## config.mk

```make
export PLATFORM = sky130hd
export DESIGN_NAME = four_bit_divider
export DESIGN_NICKNAME = d
export VERILOG_FILES = /design/src/rtl/div_pkg.sv /design/src/rtl/ripple_subtractor.sv /design/src/rtl/four_bit_divider.sv
export SDC_FILE = /design/constraint.sdc
export NUM_CORES = 1
export LEC_CHECK = 0
export CORE_MARGIN = 8
export CORE_UTILIZATION = 57
export DETAILED_ROUTE_END_ITERATION = 12
export PLACE_DENSITY_LB_ADDON = 0.1
export SLEW_MARGIN = 5
export SYNTH_ARGS = -nofsm -noshare
export SYNTH_HDL_FRONTEND = slang
export SYNTH_SLANG_ARGS = --single-unit
```

## constraint.sdc

```tcl
create_clock -name in_clk -period 6.1 [get_ports in_clk]
set_clock_uncertainty 0.1 [all_clocks]
set_input_delay 0.915 -clock in_clk [delete_from_list [all_inputs] [get_ports in_clk]]
set_output_delay 0.915 -clock in_clk [all_outputs]
set_load 0.005 [all_outputs]
```

## src/rtl/div_pkg.sv

```systemverilog
// Shared constants and state encoding for the sequential restoring divider.
package div_pkg;

    localparam int WIDTH = 4;
    localparam int REM_WIDTH = 5;
    localparam logic [WIDTH-1:0] DBZ_QUOTIENT = 4'hF;

    typedef enum logic [1:0] {
        IDLE = 2'd0,
        RUN  = 2'd1,
        DONE = 2'd2
    } state_t;

endpackage

```

## src/rtl/ripple_subtractor.sv

```systemverilog
// REM_WIDTH-bit a-b built as a ripple chain of full-adder cells (a + ~b + 1).
module ripple_subtractor
    import div_pkg::*;
(
    input  logic [REM_WIDTH-1:0] a,
    input  logic [REM_WIDTH-1:0] b,
    output logic [REM_WIDTH-1:0] diff,
    output logic                 borrow
);

    logic [REM_WIDTH:0] carry;

    assign carry[0] = 1'b1;

    generate
        for (genvar gi = 0; gi < REM_WIDTH; gi++) begin : g_cell
            logic b_inv;
            assign b_inv         = ~b[gi];
            assign diff[gi]      = a[gi] ^ b_inv ^ carry[gi];
            assign carry[gi + 1] = (a[gi] & b_inv) | (carry[gi] & (a[gi] ^ b_inv));
        end
    endgenerate

    // No carry out of the top cell means the subtraction wrapped.
    assign borrow = ~carry[REM_WIDTH];

endmodule

```

## src/rtl/four_bit_divider.sv

```systemverilog
// 4-bit unsigned restoring divider: one quotient bit per clock, start/valid handshake.
module four_bit_divider
    import div_pkg::*;
(
    input  logic             in_clk,
    input  logic             in_rst_n,
    input  logic             in_start,
    input  logic [WIDTH-1:0] in_A,
    input  logic [WIDTH-1:0] in_B,
    output logic [WIDTH-1:0] out_Q,
    output logic [WIDTH-1:0] out_R,
    output logic             out_busy,
    output logic             out_valid,
    output logic             out_dbz
);

    state_t               state_reg, state_next;
    logic [WIDTH-1:0]     a_reg, b_reg, q_reg;
    logic [WIDTH-1:0]     q_out_reg, r_out_reg;
    logic [REM_WIDTH-1:0] p_reg;
    logic [1:0]           cnt_reg;
    logic                 valid_reg, dbz_reg;

    logic                 accept;
    logic [REM_WIDTH-1:0] p_shift, trial, p_step;
    logic                 bw;

    assign accept  = in_start && (state_reg != RUN);
    assign p_shift = {p_reg[REM_WIDTH-2:0], a_reg[cnt_reg]};
    assign p_step  = bw ? p_shift : trial;

    ripple_subtractor u_sub (
        .a      (p_shift),
        .b      ({1'b0, b_reg}),
        .diff   (trial),
        .borrow (bw)
    );

    always_ff @(posedge in_clk or negedge in_rst_n) begin
        if (!in_rst_n) begin
            state_reg <= IDLE;
        end else begin
            state_reg <= state_next;
        end
    end

    always_comb begin
        state_next = state_reg;
        case (state_reg)
            IDLE, DONE: begin
                if (in_start) begin
                    state_next = (in_B == '0) ? DONE : RUN;
                end
            end
            RUN: begin
                if (cnt_reg == 2'd0) begin
                    state_next = DONE;
                end
            end
            default: state_next = IDLE;
        endcase
    end

    always_ff @(posedge in_clk or negedge in_rst_n) begin
        if (!in_rst_n) begin
            a_reg     <= '0;
            b_reg     <= '0;
            q_reg     <= '0;
            p_reg     <= '0;
            cnt_reg   <= 2'd0;
            q_out_reg <= '0;
            r_out_reg <= '0;
            valid_reg <= 1'b0;
            dbz_reg   <= 1'b0;
        end else if (accept) begin
            a_reg     <= in_A;
            b_reg     <= in_B;
            q_reg     <= '0;
            p_reg     <= '0;
            cnt_reg   <= (in_B == '0) ? 2'd0 : 2'd3;
            valid_reg <= 1'b0;
            dbz_reg   <= 1'b0;
        end else if (state_reg == RUN) begin
            p_reg          <= p_step;
            q_reg[cnt_reg] <= ~bw;
            cnt_reg        <= cnt_reg - 2'd1;
            if (cnt_reg == 2'd0) begin
                q_out_reg <= {q_reg[WIDTH-1:1], ~bw};
                r_out_reg <= p_step[WIDTH-1:0];
                valid_reg <= 1'b1;
            end
        end else if (state_reg == DONE && !valid_reg) begin
            // Only a divide-by-zero acceptance lands in DONE without a result yet.
            q_out_reg <= DBZ_QUOTIENT;
            r_out_reg <= a_reg;
            dbz_reg   <= 1'b1;
            valid_reg <= 1'b1;
        end
    end

    always_comb begin
        out_busy  = (state_reg == RUN);
        out_valid = valid_reg;
        out_dbz   = dbz_reg;
        out_Q     = q_out_reg;
        out_R     = r_out_reg;
    end

endmodule

```

# Word-level counts from Yosys, hierarchy flattened
# Cells that the tools add are included.
# word_totals
ff_bits,30
input_bits,11
output_inout_bits,11
word_cells,92
# classes
add_sub_neg,1
n_lt_le_gt_ge,2
eq_ne,7
muxes,29
bitwise_logic,27
n_reduce_logical,16
# ops
op,count
$mux W4,11
$mux W2,6
$and A1 B1 Y1,8
$mux W1,8
$not A1 Y1,7
$xor A1 B1 Y1,7
$ne A2 B1 Y1 const B,3
$reduce_and A2 Y1,3
$reduce_bool A2 Y1,3
$or A1 B1 Y1,5
$bwmux W4,1
$logic_not A2 Y1,2
$logic_not A4 Y1,1
$pmux W2 S2,1
$logic_and A1 B1 Y1,3
$lt A2 B3 Y1 const B,1
$ne A3 B1 Y1 const B,1
$reduce_and A3 Y1,1
$reduce_bool A3 Y1,1
$bmux W1 S2,1
$demux W1 S2,1
$eq A2 B1 Y1 const B,1
$eq A2 B2 Y1 const B,1
$ge A2 B1 Y1 const B,1
4 further kinds,4

# Depth between registers and ports, before layout
# logic_depth
depth_word,15
depth_mapped,13
depth_no_buf,12

# Modules after synthesis
# Synthesis repeated with hierarchy kept, for this count alone.
# hier_totals
hier_cells,131
hier_area_um2,1456.4
# modules_own_cells
module,instances,cells_each,area_per_inst_um2,seq_area_each_um2
four_bit_divider,1,115,1322.5,725.7
ripple_subtractor,1,16,133.9,0.0

# Worst setup path after synthesis
# Ideal clock, no wire load.
# synth_path
path_type,register to register
from,register cnt_reg[1]
to,register p_reg[0]
setup_ns,0.136
arrival_time_ns,2.756
required_time_ns,5.864
path_slack_ns,3.108
path_stages_with_launch,14
n_path_buf,1
synth_period_minus_slack_ns,2.992
path_cell_list,dfrtp_1 -> mux2_2 -> mux2i_1 -> ha_1 -> inv_1 -> fa_1 -> inv_1 -> fa_1 -> inv_1 -> fa_1 -> clkbuf_1 -> o21ba_2 -> a221oi_1 -> o21ai_0
# synth_between
elab_chain_len,15
word_cells_on_any_way,17
# synth_rtl
element,line,rtl
start: declaration,four_bit_divider.sv:21,logic [1:0] cnt_reg;
start signal: assignment,four_bit_divider.sv:80,cnt_reg <= (in_B == '0) ? 2'd0 : 2'd3;
start signal: assignment,four_bit_divider.sv:86,cnt_reg <= cnt_reg - 2'd1;
$bmux W1 S2 (*),four_bit_divider.sv:29,"assign p_shift = {p_reg[REM_WIDTH-2:0], a_reg[cnt_reg]};"
$mux W1 (not written as such) (*),four_bit_divider.sv:29,
$and A1 B1 Y1 or $xor A1 B1 Y1 (tied branches),"ripple_subtractor.sv:20, ripple_subtractor.sv:19",
$or A1 B1 Y1,ripple_subtractor.sv:20,assign carry[gi + 1] = (a[gi] & b_inv) | (carry[gi] & (a[gi] ^ b_inv));
$and A1 B1 Y1,ripple_subtractor.sv:20,
$or A1 B1 Y1,ripple_subtractor.sv:20,
$and A1 B1 Y1,ripple_subtractor.sv:20,
$or A1 B1 Y1,ripple_subtractor.sv:20,
$and A1 B1 Y1,ripple_subtractor.sv:20,
$or A1 B1 Y1,ripple_subtractor.sv:20,
$and A1 B1 Y1,ripple_subtractor.sv:20,
$or A1 B1 Y1,ripple_subtractor.sv:20,
$mux W4 (*),four_bit_divider.sv:30,assign p_step = bw ? p_shift : trial;
$mux W4 (*),four_bit_divider.sv:83,end else if (state_reg == RUN) begin
$mux W4 (*),four_bit_divider.sv:75,end else if (accept) begin
end signal: assignment,four_bit_divider.sv:84,p_reg <= p_step;
end: declaration,four_bit_divider.sv:20,logic [REM_WIDTH-1:0] p_reg;
# Every way passes the cells marked *; elsewhere a longest branch is shown, timed or not. The select of a mux whose other input is x is not followed.
# A chain may end at the register's enable or synchronous reset.

# Worst setup path in the final report
# layout_path
from,register cnt_reg[1]
to,register q_reg[1]
# layout_between
elab_chain_len,15
word_cells_on_any_way,21
# layout_rtl
element,line,rtl
$bmux W1 S2,four_bit_divider.sv:29,
$mux W1 (not written as such),four_bit_divider.sv:29,
$and A1 B1 Y1 or $xor A1 B1 Y1 (tied branches),ripple_subtractor.sv:20,
$or A1 B1 Y1,ripple_subtractor.sv:20,
$and A1 B1 Y1,ripple_subtractor.sv:20,
$or A1 B1 Y1,ripple_subtractor.sv:20,
$and A1 B1 Y1,ripple_subtractor.sv:20,
$or A1 B1 Y1,ripple_subtractor.sv:20,
$and A1 B1 Y1,ripple_subtractor.sv:20,
$or A1 B1 Y1,ripple_subtractor.sv:20,
$and A1 B1 Y1,ripple_subtractor.sv:20,
$or A1 B1 Y1,ripple_subtractor.sv:20,
$bwmux W4 (*),four_bit_divider.sv:85,q_reg[cnt_reg] <= ~bw;
$mux W4 (*),four_bit_divider.sv:83,
$mux W4 (*),four_bit_divider.sv:75,
end signal: indexed assignment,four_bit_divider.sv:85,
end: declaration,four_bit_divider.sv:18,"logic [WIDTH-1:0] a_reg, b_reg, q_reg;"
# Marks and branches as above.

==> metrics <==
Hold Path Class=flip-flop to flip-flop; vias per inst=6.048; CTS buffer count=5; post-synthesis sequential area ratio=48.09%; fin nets=175; Synth top cells by count=dfrtp_1 (29), mux2_2 (11), inv_1 (10), nor2_1 (8), o21ai_0 (7); latest clock arrival within the worst-skew pair=0.33 ns; DIE AREA=4550 um^2; Slew Viols, Final=0; dominant cell type by area after synthesis=dfrtp_1; Detail Route Antenna Nets=0; clock root cell=clkbuf_4; Reg clk slew, reported paths=0.09 ns; Static Leak=0.8143 nW; CTS Buffer Depth=2; maximum capacitance violations=0; FP Rows=18; Final Util=72.37%; Crit. End Element=flip-flop; Resize count post-CTS=0; Crit Path Class=flip-flop to flip-flop; status=finished, final reports clean; RSZ-0062 raised after global routing=no; # DRC=0; total gr overflow=0; worst r2r path cells=12; most frequent cell after synthesis=dfrtp_1; minimum clock period=3.319 ns; Post-synth EDFFs=0; Post-Syn Instances=135; Core Area=2500 um^2; # IOs=22; total negative slack=0 ns; initial core utilization=60.36%; #FFs+latches synth=29; Max-slew headroom=57.56%; initial DRC count=104; RD Place Congestion=0.7981; antenna cells=0; startpoint class of the critical path=flip-flop; PD cells=595.4 nW/um^2; overall power=1.077 mW; DP Area=1724 um^2; slew at the pin closest to its max-slew limit=0.6308 ns; final wirelength=3.337 mm; Die X=67.45 um; routed len/inst=17.84 um; CTS tree=yes; vias in the first global route=1185; syn_nets=154; CTS Hold Bufs=0; post-DP HPWL=2.510 mm; initial antenna violation count=0; Fmax=301.3 MHz; Syn. warnings=0; dominant synthesized flop cell=dfrtp_1; largest net degree at the start of global routing=30; Via Count=1131; Inst Count DP=179; worst vdd ir=0.4332 mV; postcts setup bufs=0; drt pass-1 iters=4; Final Non-Filler Cells=187; first-pass GRT wire length=5.582 mm; Die Y=67.45 um; # setup viols final=0; unique cell type count in the Yosys netlist=37; share of cells above drive strength 1=14.65%; # fillers=183; Port Buffers=21; Final Instance Area=1809 um^2; required time of the critical path=6.22 ns; Final Cycle Share=54.40%; synth top area cells=dfrtp_1 (48%), mux2_2 (8.2%), ha_1 (4.1%), fa_1 (4.0%), mux2i_1 (3.3%); CTS H-tree lvls=2; Total Routing Usage GR=16.34%; area delta synth->final=19.90%; Mapped Area=1509 um^2; crit-path max FO=8; share of async-settable or async-resettable flops after synthesis=100.0%; hold depth=1; Synth top area share=48.09%; syn_area_per_cell=11.18 um^2; CTS Sinks=29; Hold Vio Cnt, Final=0; crit path DAT=3.43 ns
[area by class of cell]
cell class / count / area [um^2] / area share (%)
inverter: 10 / 37.54 / 2.075
timing repair buffer: 22 / 217.7 / 12.03
sequential: 29 / 725.7 / 40.11
tap: 30 / 37.54 / 2.075
multi-input combinational: 88 / 705.7 / 39.00
clock inverter: 1 / 30.03 / 1.660
clock buffer: 7 / 55.05 / 3.043
[layout by cell type (no fill, tap or decap), types with 2 or more instances in the layout]
master | netlist | final
o21a_1 | 2 | 2
ha_1 | 5 | 5
nor3b_1 | 2 | 2
clkdlybuf4s50_1 | 0 | 21
o22a_1 | 3 | 3
a21oi_1 | 5 | 5
nand3b_1 | 3 | 3
or3_1 | 2 | 2
o31ai_1 | 3 | 3
o21ai_0 | 7 | 7
dfrtp_1 | 29 | 29
nand2_1 | 5 | 5
a22o_1 | 3 | 3
mux2i_1 | 5 | 5
nand3_1 | 3 | 3
mux2_2 | 11 | 11
inv_1 | 10 | 10
clkbuf_4 | 0 | 5
fa_1 | 3 | 3
a211oi_1 | 3 | 3
nor2_1 | 8 | 8
[layer usage]
layer	vias up	global-route usage, %	wire length [um]
li1	521	-	-
met1	562	19.98	1484
met2	41	25.57	1564
met3	7	4.470	229
met4	0	9.138	59
met5	-	0	0
[through the flow]
stage / hold WS (ns) / setup slack, ns
after floorplan: 0.3665 / 3.108
after global placement: 0.3809 / 2.859
after detailed placement: 0.3773 / 2.803
after CTS: 0.3990 / 2.797
after global routing: 0.4231 / 2.533
final: 0.3953 / 2.781
[worst paths after layout]
kind                       startpoint  slack (ns)       end
setup / recovery           cnt_reg[1]        2.78  q_reg[1]
hold / removal               out_Q[3]        0.40  out_Q[3]
setup reg to reg           cnt_reg[1]        2.78  q_reg[1]
hold reg to reg              out_Q[3]        0.40  out_Q[3]
max in group asynchronous    in_rst_n        4.76  a_reg[1]
min in group asynchronous    in_rst_n        0.86  out_Q[1]
[critical path, cell delays in order (launching register included)]
cell and delay [ns]:
dfrtp_1 0.45, mux2_2 0.37, mux2i_1 0.14, ha_1 0.16, inv_1 0.05, fa_1 0.36
inv_1 0.08, fa_1 0.15, inv_1 0.05, fa_1 0.50, nor2_1 0.39, nor2_1 0.14
a22o_1 0.26
[power breakdown]
part / total [mW] / switching [mW] / internal (mW) / leakage, nW
sequential: 0.364 / 0.0797 / 0.285 / 0.353
clock: 0.165 / 0.0669 / 0.0979 / 0.0455
combinational: 0.548 / 0.271 / 0.278 / 0.416
total: 1.08 / 0.417 / 0.660 / 0.814
[cell families (layout without fill, tap and decap cells)]
group / after synthesis / after routing / share of synthesized area, %
buffers and inverters: 18 / 40 / 5.141
AO/OA/AOI/OAI: 34 / 34 / 16.25
adder cells (fa/ha/maj): 8 / 8 / 8.126
multiplexers: 16 / 16 / 11.53
flip-flops: 29 / 29 / 48.09
AND/OR/NAND/NOR: 30 / 30 / 10.86
Note: power is estimated with default switching activity, not from simulation.
